==> src/rtl/ctrl_if_arb_mux.sv <==
// rtl/ctrl_if_arb_mux.sv - two-master control-interface arbiter and region mux
// Round-robin between m0/m1, address-decoded slave select, per-master completion with timeout.
module ctrl_if_arb_mux #(
  parameter int ADDR_WIDTH = 11,
  parameter int DATA_WIDTH = 32,
  parameter int NUM_SLAVES = 4,
  parameter logic [NUM_SLAVES*ADDR_WIDTH-1:0] SLV_BASE = {11'h460, 11'h060, 11'h004, 11'h000},
  parameter int TIMEOUT_CYCLES = 16,
  parameter bit AHB_CTRL_IF_EN = 1'b1
) (
  input  logic                             clock,
  input  logic                             reset,
  input  logic                             ctrlSel_m0,
  input  logic                             ctrlWr_m0,
  input  logic [ADDR_WIDTH-1:0]            ctrlAddr_m0,
  input  logic [DATA_WIDTH-1:0]            ctrlWrData_m0,
  input  logic [DATA_WIDTH/8-1:0]          ctrlWrStrbs_m0,
  output logic                             ctrlWrRdy_m0,
  output logic                             ctrlRdValid_m0,
  output logic [DATA_WIDTH-1:0]            ctrlRdData_m0,
  output logic                             ctrlErr_m0,
  input  logic                             ctrlSel_m1,
  input  logic                             ctrlWr_m1,
  input  logic [ADDR_WIDTH-1:0]            ctrlAddr_m1,
  input  logic [DATA_WIDTH-1:0]            ctrlWrData_m1,
  input  logic [DATA_WIDTH/8-1:0]          ctrlWrStrbs_m1,
  output logic                             ctrlWrRdy_m1,
  output logic                             ctrlRdValid_m1,
  output logic [DATA_WIDTH-1:0]            ctrlRdData_m1,
  output logic                             ctrlErr_m1,
  output logic [NUM_SLAVES-1:0]            ctrlSel,
  output logic                             ctrlWr,
  output logic [ADDR_WIDTH-1:0]            ctrlAddr,
  output logic [DATA_WIDTH-1:0]            ctrlWrData,
  output logic [DATA_WIDTH/8-1:0]          ctrlWrStrbs,
  input  logic [NUM_SLAVES-1:0]            ctrlWrRdy_s,
  input  logic [NUM_SLAVES-1:0]            ctrlRdValid_s,
  input  logic [NUM_SLAVES*DATA_WIDTH-1:0] ctrlRdData_s
);

  localparam int STRB_W = DATA_WIDTH / 8;
  localparam int SLV_W  = (NUM_SLAVES > 1) ? $clog2(NUM_SLAVES) : 1;
  localparam int CNT_W  = $clog2(TIMEOUT_CYCLES);

  typedef enum logic [1:0] {IDLE, ISSUE, RESP} state_t;

  state_t                 state_q, state_d;
  logic                   ptr_q, ptr_d;
  logic                   gnt_q, gnt_d;
  logic [SLV_W-1:0]       slv_q, slv_d;
  logic [CNT_W-1:0]       cnt_q, cnt_d;
  logic                   err_q, err_d;
  logic                   wr_q, wr_d;
  logic [ADDR_WIDTH-1:0]  addr_q, addr_d;
  logic [DATA_WIDTH-1:0]  wdata_q, wdata_d;
  logic [STRB_W-1:0]      strb_q, strb_d;
  logic [DATA_WIDTH-1:0]  rdata_m0_q, rdata_m0_d;
  logic [DATA_WIDTH-1:0]  rdata_m1_q, rdata_m1_d;

  logic                   req0, req1, grant_m1;
  logic                   req_wr;
  logic [ADDR_WIDTH-1:0]  req_addr;
  logic [DATA_WIDTH-1:0]  req_wdata;
  logic [STRB_W-1:0]      req_strb;
  logic [SLV_W-1:0]       slv_dec;
  logic [DATA_WIDTH-1:0]  slv_rdata;
  logic                   done;

  assign req0 = ctrlSel_m0;
  assign req1 = AHB_CTRL_IF_EN ? ctrlSel_m1 : 1'b0;
  // m1 wins only when m0 is idle or the round-robin pointer already favours it
  assign grant_m1  = req1 && (!req0 || ptr_q);
  assign req_wr    = grant_m1 ? ctrlWr_m1      : ctrlWr_m0;
  assign req_addr  = grant_m1 ? ctrlAddr_m1    : ctrlAddr_m0;
  assign req_wdata = grant_m1 ? ctrlWrData_m1  : ctrlWrData_m0;
  assign req_strb  = grant_m1 ? ctrlWrStrbs_m1 : ctrlWrStrbs_m0;

  always_comb begin
    slv_dec = '0;
    for (int i = 0; i < NUM_SLAVES; i++) begin
      if (req_addr >= SLV_BASE[i*ADDR_WIDTH +: ADDR_WIDTH]) slv_dec = SLV_W'(i);
    end
  end

  always_comb begin
    slv_rdata = '0;
    for (int i = 0; i < NUM_SLAVES; i++) begin
      if (slv_q == SLV_W'(i)) slv_rdata = ctrlRdData_s[i*DATA_WIDTH +: DATA_WIDTH];
    end
  end

  assign done = wr_q ? ctrlWrRdy_s[slv_q] : ctrlRdValid_s[slv_q];

  always_ff @(posedge clock) begin
    if (reset) begin
      state_q    <= IDLE;
      ptr_q      <= 1'b0;
      gnt_q      <= 1'b0;
      slv_q      <= '0;
      cnt_q      <= '0;
      err_q      <= 1'b0;
      wr_q       <= 1'b0;
      addr_q     <= '0;
      wdata_q    <= '0;
      strb_q     <= '0;
      rdata_m0_q <= '0;
      rdata_m1_q <= '0;
    end else begin
      state_q    <= state_d;
      ptr_q      <= ptr_d;
      gnt_q      <= gnt_d;
      slv_q      <= slv_d;
      cnt_q      <= cnt_d;
      err_q      <= err_d;
      wr_q       <= wr_d;
      addr_q     <= addr_d;
      wdata_q    <= wdata_d;
      strb_q     <= strb_d;
      rdata_m0_q <= rdata_m0_d;
      rdata_m1_q <= rdata_m1_d;
    end
  end

  always_comb begin
    state_d    = state_q;
    ptr_d      = ptr_q;
    gnt_d      = gnt_q;
    slv_d      = slv_q;
    cnt_d      = '0;
    err_d      = err_q;
    wr_d       = wr_q;
    addr_d     = addr_q;
    wdata_d    = wdata_q;
    strb_d     = strb_q;
    rdata_m0_d = rdata_m0_q;
    rdata_m1_d = rdata_m1_q;
    case (state_q)
      IDLE: begin
        if (req0 || req1) begin
          gnt_d   = grant_m1;
          ptr_d   = !grant_m1;
          wr_d    = req_wr;
          addr_d  = req_addr;
          wdata_d = req_wdata;
          strb_d  = req_strb;
          slv_d   = slv_dec;
          err_d   = 1'b0;
          state_d = ISSUE;
        end
      end
      ISSUE: begin
        cnt_d = cnt_q + 1'b1;
        if (done) begin
          state_d = RESP;
          err_d   = 1'b0;
          if (!wr_q) begin
            if (gnt_q) rdata_m1_d = slv_rdata;
            else       rdata_m0_d = slv_rdata;
          end
        end else if (cnt_q == CNT_W'(TIMEOUT_CYCLES - 1)) begin
          state_d = RESP;
          err_d   = 1'b1;
          if (!wr_q) begin
            if (gnt_q) rdata_m1_d = '0;
            else       rdata_m0_d = '0;
          end
        end
      end
      RESP:    state_d = IDLE;
      default: state_d = IDLE;
    endcase
  end

  always_comb begin
    ctrlSel        = '0;
    ctrlWrRdy_m0   = 1'b0;
    ctrlRdValid_m0 = 1'b0;
    ctrlErr_m0     = 1'b0;
    ctrlWrRdy_m1   = 1'b0;
    ctrlRdValid_m1 = 1'b0;
    ctrlErr_m1     = 1'b0;
    if (state_q == ISSUE) ctrlSel[slv_q] = 1'b1;
    if (state_q == RESP) begin
      if (!gnt_q) begin
        ctrlWrRdy_m0   = wr_q;
        ctrlRdValid_m0 = !wr_q;
        ctrlErr_m0     = err_q;
      end else if (AHB_CTRL_IF_EN) begin
        ctrlWrRdy_m1   = wr_q;
        ctrlRdValid_m1 = !wr_q;
        ctrlErr_m1     = err_q;
      end
    end
  end

  assign ctrlRdData_m0 = rdata_m0_q;
  assign ctrlRdData_m1 = AHB_CTRL_IF_EN ? rdata_m1_q : '0;
  assign ctrlWr        = wr_q;
  assign ctrlAddr      = addr_q;
  assign ctrlWrData    = wdata_q;
  assign ctrlWrStrbs   = strb_q;

endmodule

==> config.mk <==
export PLATFORM = sky130hd
export DESIGN_NAME = ctrl_if_arb_mux
export DESIGN_NICKNAME = d
export VERILOG_FILES = /design/src/rtl/ctrl_if_arb_mux.sv
export SDC_FILE = /design/constraint.sdc
export NUM_CORES = 1
export LEC_CHECK = 0
export CORE_AREA = 2 2 141 143
export DETAILED_ROUTE_END_ITERATION = 12
export DIE_AREA = 0 0 143 145
export GPL_TIMING_DRIVEN = 1
export PLACE_DENSITY = 0.7
export SLEW_MARGIN = 20
export SYNTH_ARGS = -nofsm -noshare
export SYNTH_HDL_FRONTEND = slang
export SYNTH_SLANG_ARGS = --single-unit
==> constraint.sdc <==
create_clock -name clock -period 2.2 [get_ports clock]
set_clock_uncertainty 0.15 [all_clocks]
set_input_delay 0.33 -clock clock [delete_from_list [all_inputs] [get_ports clock]]
set_output_delay 0.33 -clock clock [all_outputs]
set_load 0.02 [all_outputs]
==> out/metrics.csv, run 1 <==
metric;value;unit
vias per inst;4.76;
YS warnings;0;
CP max stage delay;440;ps
EDFF count, synth;0;
CTS clk-pin slew, worst paths;50;ps
Worst-Margin Slew;468;ps
mux contribution to synthesized area;13.9;%
fin crit share;96.2;%
Core ar.;19200;sq um
Placed Area;9960;sq um
Layout area overhead;77.3;%
simple-gate share of the synthesized area;24.5;%
std cell rows;51;
CP cell instances;inv_1, nor4b_1, clkbuf_2;
xor/xnor cell area share of the yosys netlist;0.292;%
top-count cell post-synth;nand2_1;
final instance area;10600;sq um
post-synthesis adder-cell area fraction;0.209;%
Initial Util;31.2;%
CP startpoint kind;register;
Clock Tree Root;clkbuf_16;
Die X;143;microns
switching share of total power;28.0;%
vias in the first global route;6257;
status;complete, no violations;
RSZ-0062 raised after global routing;true;
critical path's slowest cell;dfxtp_1;
DR iter-0 viols;213;
max cap viols;0;
Post-Synthesis Cells;705;
htree depth;4;
most frequent cells after synthesis;nand2_1 (224), dfxtp_1 (123), a21oi_1 (69);
Routed wire per std cell;16.0;microns
Multi-input gate area;3210;sq um
Final Setup Violations;0;
Final Util;55.3;%
endpoints failing hold;0;
number of buffers on the longest clock path;2;
layout cell share with drive strength beyond 1;10.6;%
first-pass GRT wire length;32.4;mm
WP data arrival;1640;ps
#FFs+latches synth;123;
Top delay family on crit path;flip-flops;
cell area after synthesis;5990;sq um
pre-CTS setup slack;-105;ps
maximum vdd drop;573;uV
Synth top area share;41.1;%
First-pass DRT Iterations;6;
largest net degree at the start of global routing;65;
Logic pwr share;28.9;%
RD Place Congestion;0.820;
grt ovf;0;
FMAX;473;MHz
Top FF cell, synth;dfxtp_1;
Worst-Skew Late Latency;420;ps
Die Ht;145;microns
Syn Nets;942;
Antenna Nets Post-Route;0;
Int Power;5.57;mW
Post-synth ARST share;0;%
post-synthesis compound-gate area fraction;14.4;%
worst-path maximum fanout;5;
I/O Buffers;357;
Via Count;6336;
register area;2470;sq um
Leakage;3.83;nW
sequential area share after synthesis;41.1;%
Hold Path Class;input port to register;
total wire length;21.3;mm
hpwl dp;16.2;mm
Remaining DRCs;0;
worst reg2reg setup slack;180;ps
CP bufs+invs;2;
post-layout min period;2120;ps
TritonCTS clock tree;done;
Crit. End Element;primary output;
fillcell total;1786;
clk sink count;123;
WHS;209;ps
switching power;2.17;mW
Seq pwr share;32.7;%
dominant cell type by area after synthesis;dfxtp_1;
worst setup margin;84.6;ps
top-level port count;358;
DIE AREA;20700;sq um
PwrDens;728;nW/um^2
top cells by area, synth;dfxtp_1 (41%), nand2_1 (14%), mux4_2 (13%), a311oi_1 (7.2%), a21oi_1 (5.8%);
TritonCTS Buffers;17;
Post-CTS Setup Bufs;0;
nets;1289;
largest family of logic cells by synthesized area;simple AND/OR/NAND/NOR gates;
Post-Syn Area per Cell;8.50;sq um
Max transition margin;68.0;%
Netlist cell types;37;
kind of critical path;register to primary output;
initial antenna violation count;4;
Slew Viols, Final;0;
Clk pwr share;38.3;%
Crit path required time;1720;ps
GRT Overall Usage;20.1;%
sequential cells by signal, summed over array words and instances, names as in the netlist:
name           flops
gnt_q              1
slv_q              2
cnt_q              4
ctrlWrStrbs        4
ctrlRdData_m0     32
ptr_q              1
ctrlWr             1
ctrlRdData_m1     32
state_q            2
ctrlWrData        32
err_q              1
ctrlAddr          11
cells in the final DEF, fill, tap and decap left out, types with 4 or more instances in the layout:
cell,count
a311oi_1,49
buf_12,11
clkbuf_16,17
mux4_2,35
nand3_1,4
buf_4,22
nand2b_1,6
clkinvlp_4,4
a21oi_1,69
clkdlybuf4s50_1,346
and2_1,4
dlygate4sd2_1,6
nor2_1,58
nor2b_1,31
nand2_1,224
dfxtp_1,121
bufinv_16,4
cell families after synthesis:
kind of cell	Yosys count
muxes	38
adders and majority gates	1
buffers and inverters	65
AOI/OAI and AO/OA	129
DFF	123
xor gates and xnor gates	2
and+or+nand+nor	347
worst paths after layout:
path	startpoint	to	cells after the start
worst min-delay path	reset	gnt_q	2
worst max-delay path	gnt_q	ctrlRdValid_m1	3
worst min register to register	ctrlRdData_m1[30]	ctrlRdData_m1[30]	2
worst max register to register	slv_q[0]	ctrlRdData_m0[8]	6
timing repair:
item / in CTS / in global routing
setup endpoints to repair: 9 / 5
hold buffers: 0 / 0
gates resized for setup: 12 / 9
gates cloned: 1 / 0
area by class of cell:
class                           instances  share of cell area (%)
Clock inverter                         11                    1.59
Tap cell                              265                    3.12
Multi-Input combinational cell        517                    30.2
Antenna cell                            3                  0.0707
Inverter                                3                   0.106
Sequential cell                       123                    23.2
Clock buffer                           20                    4.30
Timing Repair Buffer                  390                    37.3
per-layer routing:
metal	global-route usage (%)	vias to the layer above	routed length [microns]
met5	0	-	10
met4	9.26	2	631
met3	7.79	40	2180
met2	34.8	262	10500
met1	21.2	2879	7980
li1	-	3153	-
power groups by stage:
stage / clock (mW) / sequential, mW / combinational [mW]
final: 2.97 / 2.53 / 2.24
after global routing: 3.13 / 2.56 / 2.41
after CTS: 3.03 / 2.53 / 2.26
after detailed placement: 0 / 2.58 / 2.23
after global placement: 0 / 2.57 / 2.22
after floorplan: 0 / 2.75 / 0.959
per-stage QoR:
stage	TNS [ps]	std cells	total power, mW
after floorplan	0	705	3.71
after global routing	-54.7	1331	8.10
after CTS	-0.725	1329	7.82
final	0	1332	7.74
after global placement	-2170	1297	4.79
after detailed placement	-3730	1297	4.80
Note: power is estimated with default switching activity, not from simulation.
==> run 2: changes to the inputs <==
--- a/config.mk
+++ b/config.mk
@@ -5,11 +5,12 @@
 export SDC_FILE = /design/constraint.sdc
 export NUM_CORES = 1
 export LEC_CHECK = 0
-export CORE_AREA = 2 2 141 143
+export CORE_AREA = 2 2 139 141
 export DETAILED_ROUTE_END_ITERATION = 12
-export DIE_AREA = 0 0 143 145
+export DIE_AREA = 0 0 141 143
+export DONT_BUFFER_PORTS = 1
 export GPL_TIMING_DRIVEN = 1
-export PLACE_DENSITY = 0.7
+export PLACE_DENSITY = 0.47
 export SLEW_MARGIN = 20
 export SYNTH_ARGS = -nofsm -noshare
 export SYNTH_HDL_FRONTEND = slang
==> run 2 against run 1 <==
Effect of this change:
- non-clock buffer count down 356
- the flow now finishes with violations (hold timing)
- sequential cell count unchanged
- count of clock-buffer cells in the layout down 1
- highest routed layer unchanged
- worst setup slack better by 16 ps
- sequential power up 9.1%
- largest cell class is now multi-input gates
- sequential share of layout area up 12 points
- utilization down 17 points
- die area down 2.8%
- first-iteration DRC count up 26%
- final area down 34%
==> out/metrics.csv, run 2 (same netlist as run 1, synthesis figures left out) <==
metric;value;unit;change
TritonCTS clock tree;done;;
endpoints failing hold;49;;+49
Remaining DRCs;0;;unchanged
most frequent cells in the layout;nand2_1 (224), dfxtp_1 (120), a21oi_1 (69), nor2_1 (58), a311oi_1 (49);;
r2r startpoint;slv_q[0];;
FMAX;476;MHz;+0.77%
ANT cells;0;;-3
worst setup margin;101;ps;+16.2 ps
final instance area;7030;sq um;-34%
Die X;141;microns;-1.4%
Via Count;5127;;-19%
Worst path most repeated cell;nand2b_1;;
metal2 WL;9.87;mm;-6.5%
WP data arrival;2230;ps;+590 ps
Initial Util;32.2;%;+1.1 points
CP max stage delay;560;ps;+120 ps
Routed wire per std cell;20.6;microns;+29%
TritonCTS Buffers;17;;unchanged
max cap viols;0;;unchanged
WHS;-163;ps;-372 ps
Slew Viols, Final;0;;unchanged
CP startpoint kind;register;;
htree depth;4;;unchanged
vias in the first global route;5097;;-19%
RSZ-0062 raised after global routing;true;;
Clock Tree Root;clkbuf_16;;
status;finished, violations left;;
First-pass DRT Iterations;5;;-1
critical path's slowest cell;mux4_2;;
I/O Buffers;0;;-100%
post-layout min period;2100;ps;-16.2 ps
vias per inst;5.44;;+14%
RD Place Congestion;0.818;;-0.33%
hpwl dp;14.1;mm;-13%
fillcell total;1905;;+6.7%
GRT Overall Usage;18.0;%;-2.1 points
maximum vdd drop;454;uV;-21%
DR iter-0 viols;269;;+26%
DIE AREA;20200;sq um;-2.8%
Crit. End Element;register;;
pre-CTS setup slack;83.7;ps;+188 ps
placed cells;904;;-30%
Hold Path Class;input port to register;;
Core ar.;18600;sq um;-3.3%
failing checks;hold timing;;
Cell Count, Final, Fillers Out;943;;-29%
Worst setup startpoint;slv_q[0];;
Leakage;2.44;nW;-36%
number of buffers on the longest clock path;2;;unchanged
kind of critical path;register to register;;
Worst-Skew Late Latency;410;ps;about the same
Layout area overhead;17.3;%;
initial antenna violation count;2;;-2
Crit path required time;2330;ps;+610 ps
first-pass GRT wire length;28.2;mm;-13%
Antenna Nets Post-Route;0;;unchanged
top-level port count;358;;unchanged
Die Ht;143;microns;-1.4%
Top delay family on crit path;multiplexers;;
Placed Area;6280;sq um;-37%
Final Util;37.8;%;-17 points
layout cell share with drive strength beyond 1;15.4;%;+4.8 points
PwrDens;999;nW/um^2;+37%
std cell rows;50;;-2.0%
Worst Min Path Start;reset;;
fin crit share;95.4;%;-0.74 points
CP cell instances;mux4_2, mux2i_4, buf_12, nand2b_1, nand2b_1, a21oi_1;;
grt ovf;0;;unchanged
top sig layer;met5;;
Met1 Wirelength;7.27;mm;-8.8%
CP bufs+invs;1;;-1
Worst-Margin Slew;669;ps;+202 ps
commonest non-fill, non-tap cell in the layout;nand2_1;;
CTS clk-pin slew, worst paths;60;ps;about the same
total wire length;19.5;mm;-8.8%
worst-path maximum fanout;32;;+27
met3 WL post-DR;2.00;mm;-8.1%
Max transition margin;54.9;%;-13 points
nets;933;;-28%
largest net degree at the start of global routing;122;;+88%
Final Setup Violations;0;;unchanged
clk sink count;123;;unchanged
[run 2: changes by cell type in the layout (fill, tap and decap cells not counted), moves of 2 or more]
cell | before | now
clkdlybuf4s50_1 | 346 | 0
inv_6 | 0 | 2
buf_12 | 11 | 9
clkbuf_2 | 2 | 0
dfxtp_2 | 1 | 3
dlygate4sd3_1 | 0 | 4
buf_4 | 22 | 20
dlygate4sd2_1 | 6 | 0
diode_2 | 3 | 0
[run 2: path summary, 6_finish.rpt]
kind              slack [ps]  cells past startpoint           endpoint
hold / removal          -160                      1           slv_q[1]
setup / recovery         100                      6  ctrlRdData_m1[25]
hold reg to reg          330                      1           cnt_q[0]
setup reg to reg         100                      6  ctrlRdData_m1[25]
[run 2: cell type report]
class,instances,area [sq um],area share (%)
clock buffers,19,453,6.45
clock inverters,13,190,2.71
inverters,3,11.3,0.160
multi-input cells,517,3220,45.8
flip-flops and latches,123,2470,35.1
well taps,234,293,4.17
repair buffers,34,395,5.63
[run 2: timing repair]
item / 4_1_cts / 5_1_grt
buffers inserted: 0 / 2
hold endpoints to repair: 117 / 115
setup endpoints to repair: 0 / 41
hold buffers: 2 / 2
resized for setup: 0 / 5
[run 2: metal layers]
| layer | vias up | global-route usage, % |
|---|---|---|
| met1 | 2400 | 19.9 |
| li1 | 2434 | - |
| met5 | - | 0 |
| met2 | 267 | 31.8 |
| met3 | 22 | 6.91 |
| met4 | 4 | 5.95 |
[run 2: stage by stage]
stage | TNS (ps) | total power [mW]
floorplan | 0 | 3.71
global placement | 0 | 3.99
detailed placement | 0 | 4.01
CTS | 0 | 7.10
global route | -252 | 7.37
finish | 0 | 7.02
[run 2: power breakdown]
group / switching (mW) / internal [mW]
Clock: 1.07 / 1.97
Combinational: 0.652 / 0.568
Sequential: 0.346 / 2.41
==> run 3: changes to the inputs <==
--- a/config.mk
+++ b/config.mk
@@ -9,8 +9,7 @@
 export DETAILED_ROUTE_END_ITERATION = 12
 export DIE_AREA = 0 0 141 143
 export DONT_BUFFER_PORTS = 1
-export GPL_TIMING_DRIVEN = 1
-export PLACE_DENSITY = 0.47
+export PLACE_DENSITY = 0.49
 export SLEW_MARGIN = 20
 export SYNTH_ARGS = -nofsm -noshare
 export SYNTH_HDL_FRONTEND = slang
==> constraint.sdc (replaced) <==
create_clock -name clock -period 1.9 [get_ports clock]
set_clock_uncertainty 0.15 [all_clocks]
set_input_delay 0.285 -clock clock [delete_from_list [all_inputs] [get_ports clock]]
set_output_delay 0.285 -clock clock [all_outputs]
set_load 0.02 [all_outputs]
==> run 3 against run 2 <==
Effect of this change:
- the run ends with hold timing, setup timing left
- routed wire length up 3.5%
- final area is 3.2% higher
- worst setup slack worse by 220 ps
- first-iteration DRC count fell by 15%
- via count rose by 2.7%
- register-to-register slack got worse by 220 ps
- hold slack got worse by 37 ps
- critical path depth unchanged
- largest power group unchanged
==> out/metrics.csv, run 3 (same netlist as run 1, synthesis figures left out) <==
metric;value;unit;change
status;finished, violations left;;
failing checks;hold timing, setup timing;;
DIE AREA;20200;sq um;unchanged
layout cell share with drive strength beyond 1;20.7;%;+5.3 points
Met1 Wirelength;7.30;mm;+0.47%
register area;2470;sq um;+0.10%
top sig layer;met5;;
Crit path required time;2030;ps;-300 ps
vias in the first global route;5205;;+2.1%
post-layout min period;2020;ps;-76.7 ps
pre-CTS setup slack;-141;ps;-224 ps
most frequent cells in the layout;nand2_1 (220), dfxtp_1 (120), a21oi_1 (57), nor2_1 (55), a311oi_1 (49);;
first-pass GRT wire length;28.6;mm;+1.4%
Final Util;39.0;%;+1.2 points
Worst-Margin Slew;503;ps;-166 ps
Core ar.;18600;sq um;unchanged
top-level port count;358;;unchanged
fin crit share;106;%;+11 points
Die Ht;143;microns;unchanged
RSZ-0062 raised after global routing;true;;
Layout area overhead;21.0;%;
Cell Count, Final, Fillers Out;955;;+1.3%
setup tns final;-4780;ps;-4780 ps
Routed wire per std cell;21.1;microns;+2.2%
fillcell total;1863;;-2.2%
total wire length;20.1;mm;+3.5%
critical path's slowest cell;mux4_2;;
Overall Power;7.98;mW;+14%
FMAX;494;MHz;+3.8%
placed cells;914;;+1.1%
CP startpoint kind;register;;
Antenna Nets Post-Route;0;;unchanged
Multi-input gate area;3330;sq um;+3.5%
met3 WL post-DR;2.12;mm;+5.9%
initial antenna violation count;3;;+1
DR iter-0 viols;228;;-15%
kind of critical path;register to register;;
Via Count;5264;;+2.7%
hpwl dp;14.3;mm;+1.5%
max cap viols;0;;unchanged
Worst-Skew Late Latency;410;ps;about the same
Die X;141;microns;unchanged
Final Setup Violations;64;;+64
TritonCTS Buffers;17;;unchanged
endpoints failing hold;105;;+110%
Post-CTS Hold Fix Bufs;1;;-1
maximum vdd drop;560;uV;+23%
First-pass DRT Iterations;5;;unchanged
htree depth;4;;unchanged
worst setup margin;-122;ps;-223 ps
vias per inst;5.51;;+1.4%
WP data arrival;2160;ps;-70 ps
TritonCTS clock tree;done;;
PwrDens;1100;nW/um^2;+10%
Crit. End Element;register;;
nets;943;;+1.1%
RD Place Congestion;0.825;;+0.95%
GRT Overall Usage;18.6;%;+0.62 points
grt ovf;0;;unchanged
I/O Buffers;0;;unchanged
Slew Viols, Final;0;;unchanged
std cell rows;50;;unchanged
Max transition margin;65.6;%;+11 points
CTS clk-pin slew, worst paths;60;ps;about the same
WHS;-199;ps;-36.6 ps
metal2 WL;10.3;mm;+4.9%
CP max stage delay;550;ps;about the same
Initial Util;32.2;%;unchanged
commonest non-fill, non-tap cell in the layout;nand2_1;;
Clock Tree Root;clkbuf_16;;
CP cell instances;mux4_2, o211ai_4, nand2b_4, clkbuf_16, or2_1, a21oi_1;;
clk sink count;123;;unchanged
worst-path maximum fanout;13;;-59%
number of buffers on the longest clock path;2;;unchanged
Leakage;2.53;nW;+3.5%
Hold Path Class;input port to register;;
largest net degree at the start of global routing;122;;unchanged
Remaining DRCs;0;;unchanged
run 3: stage by stage:
step	instance area, sq um	hold slack, ps
after floorplan	5990	251
after global placement	6370	217
after detailed placement	6370	220
after CTS	7070	-229
after global routing	7240	-225
final	7250	-199
run 3: per-layer routing:
metal / track usage, % / vias up
li1: - / 2457
met1: 19.4 / 2484
met2: 33.6 / 289
met3: 8.38 / 32
met4: 5.84 / 2
met5: 0 / -
run 3: final timing paths:
kind | from | depth (start not counted) | endpoint | slack (ps)
hold / removal | reset | 1 | ctrlWrStrbs[0] | -200
setup / recovery | slv_q[0] | 6 | ctrlRdData_m0[30] | -120
hold reg to reg | ptr_q | 1 | ptr_q | 330
setup reg to reg | slv_q[0] | 6 | ctrlRdData_m0[30] | -120
run 3: timing repair:
| item | 4_1_cts | 5_1_grt |
|---|---|---|
| endpoints found under the setup margin | 67 | 71 |
| gates cloned | 1 | 2 |
| hold endpoints to repair | 118 | 118 |
| pin swaps | 6 | 6 |
| buffers inserted | 0 | 4 |
| resized for setup | 17 | 29 |
run 3: critical path: cells and delay by family (launching register included):
family	cells	cell delay, ps
and+or+nand+nor	2	320
AOI/OAI and AO/OA	2	290
DFF	1	390
muxes	1	550
buffers and inverters	1	190
run 3: report_power, final:
group          leakage [nW]  total [mW]  internal, mW  switching [mW]
Combinational          1.24        1.55         0.742           0.809
Sequential             1.01        3.19          2.79           0.397
Clock                 0.278        3.24          2.01            1.23
Total                  2.53        7.98          5.54            2.44
run 3: layout make-up:
type	instances	area share, %
multi-input cells	517	46.0
flip-flops and latches	123	34.1
repair buffers	44	7.51
clock buffers	19	6.25
well taps	234	4.04
clock inverters	13	1.97
inverters	3	0.155
diodes	2	0.0690
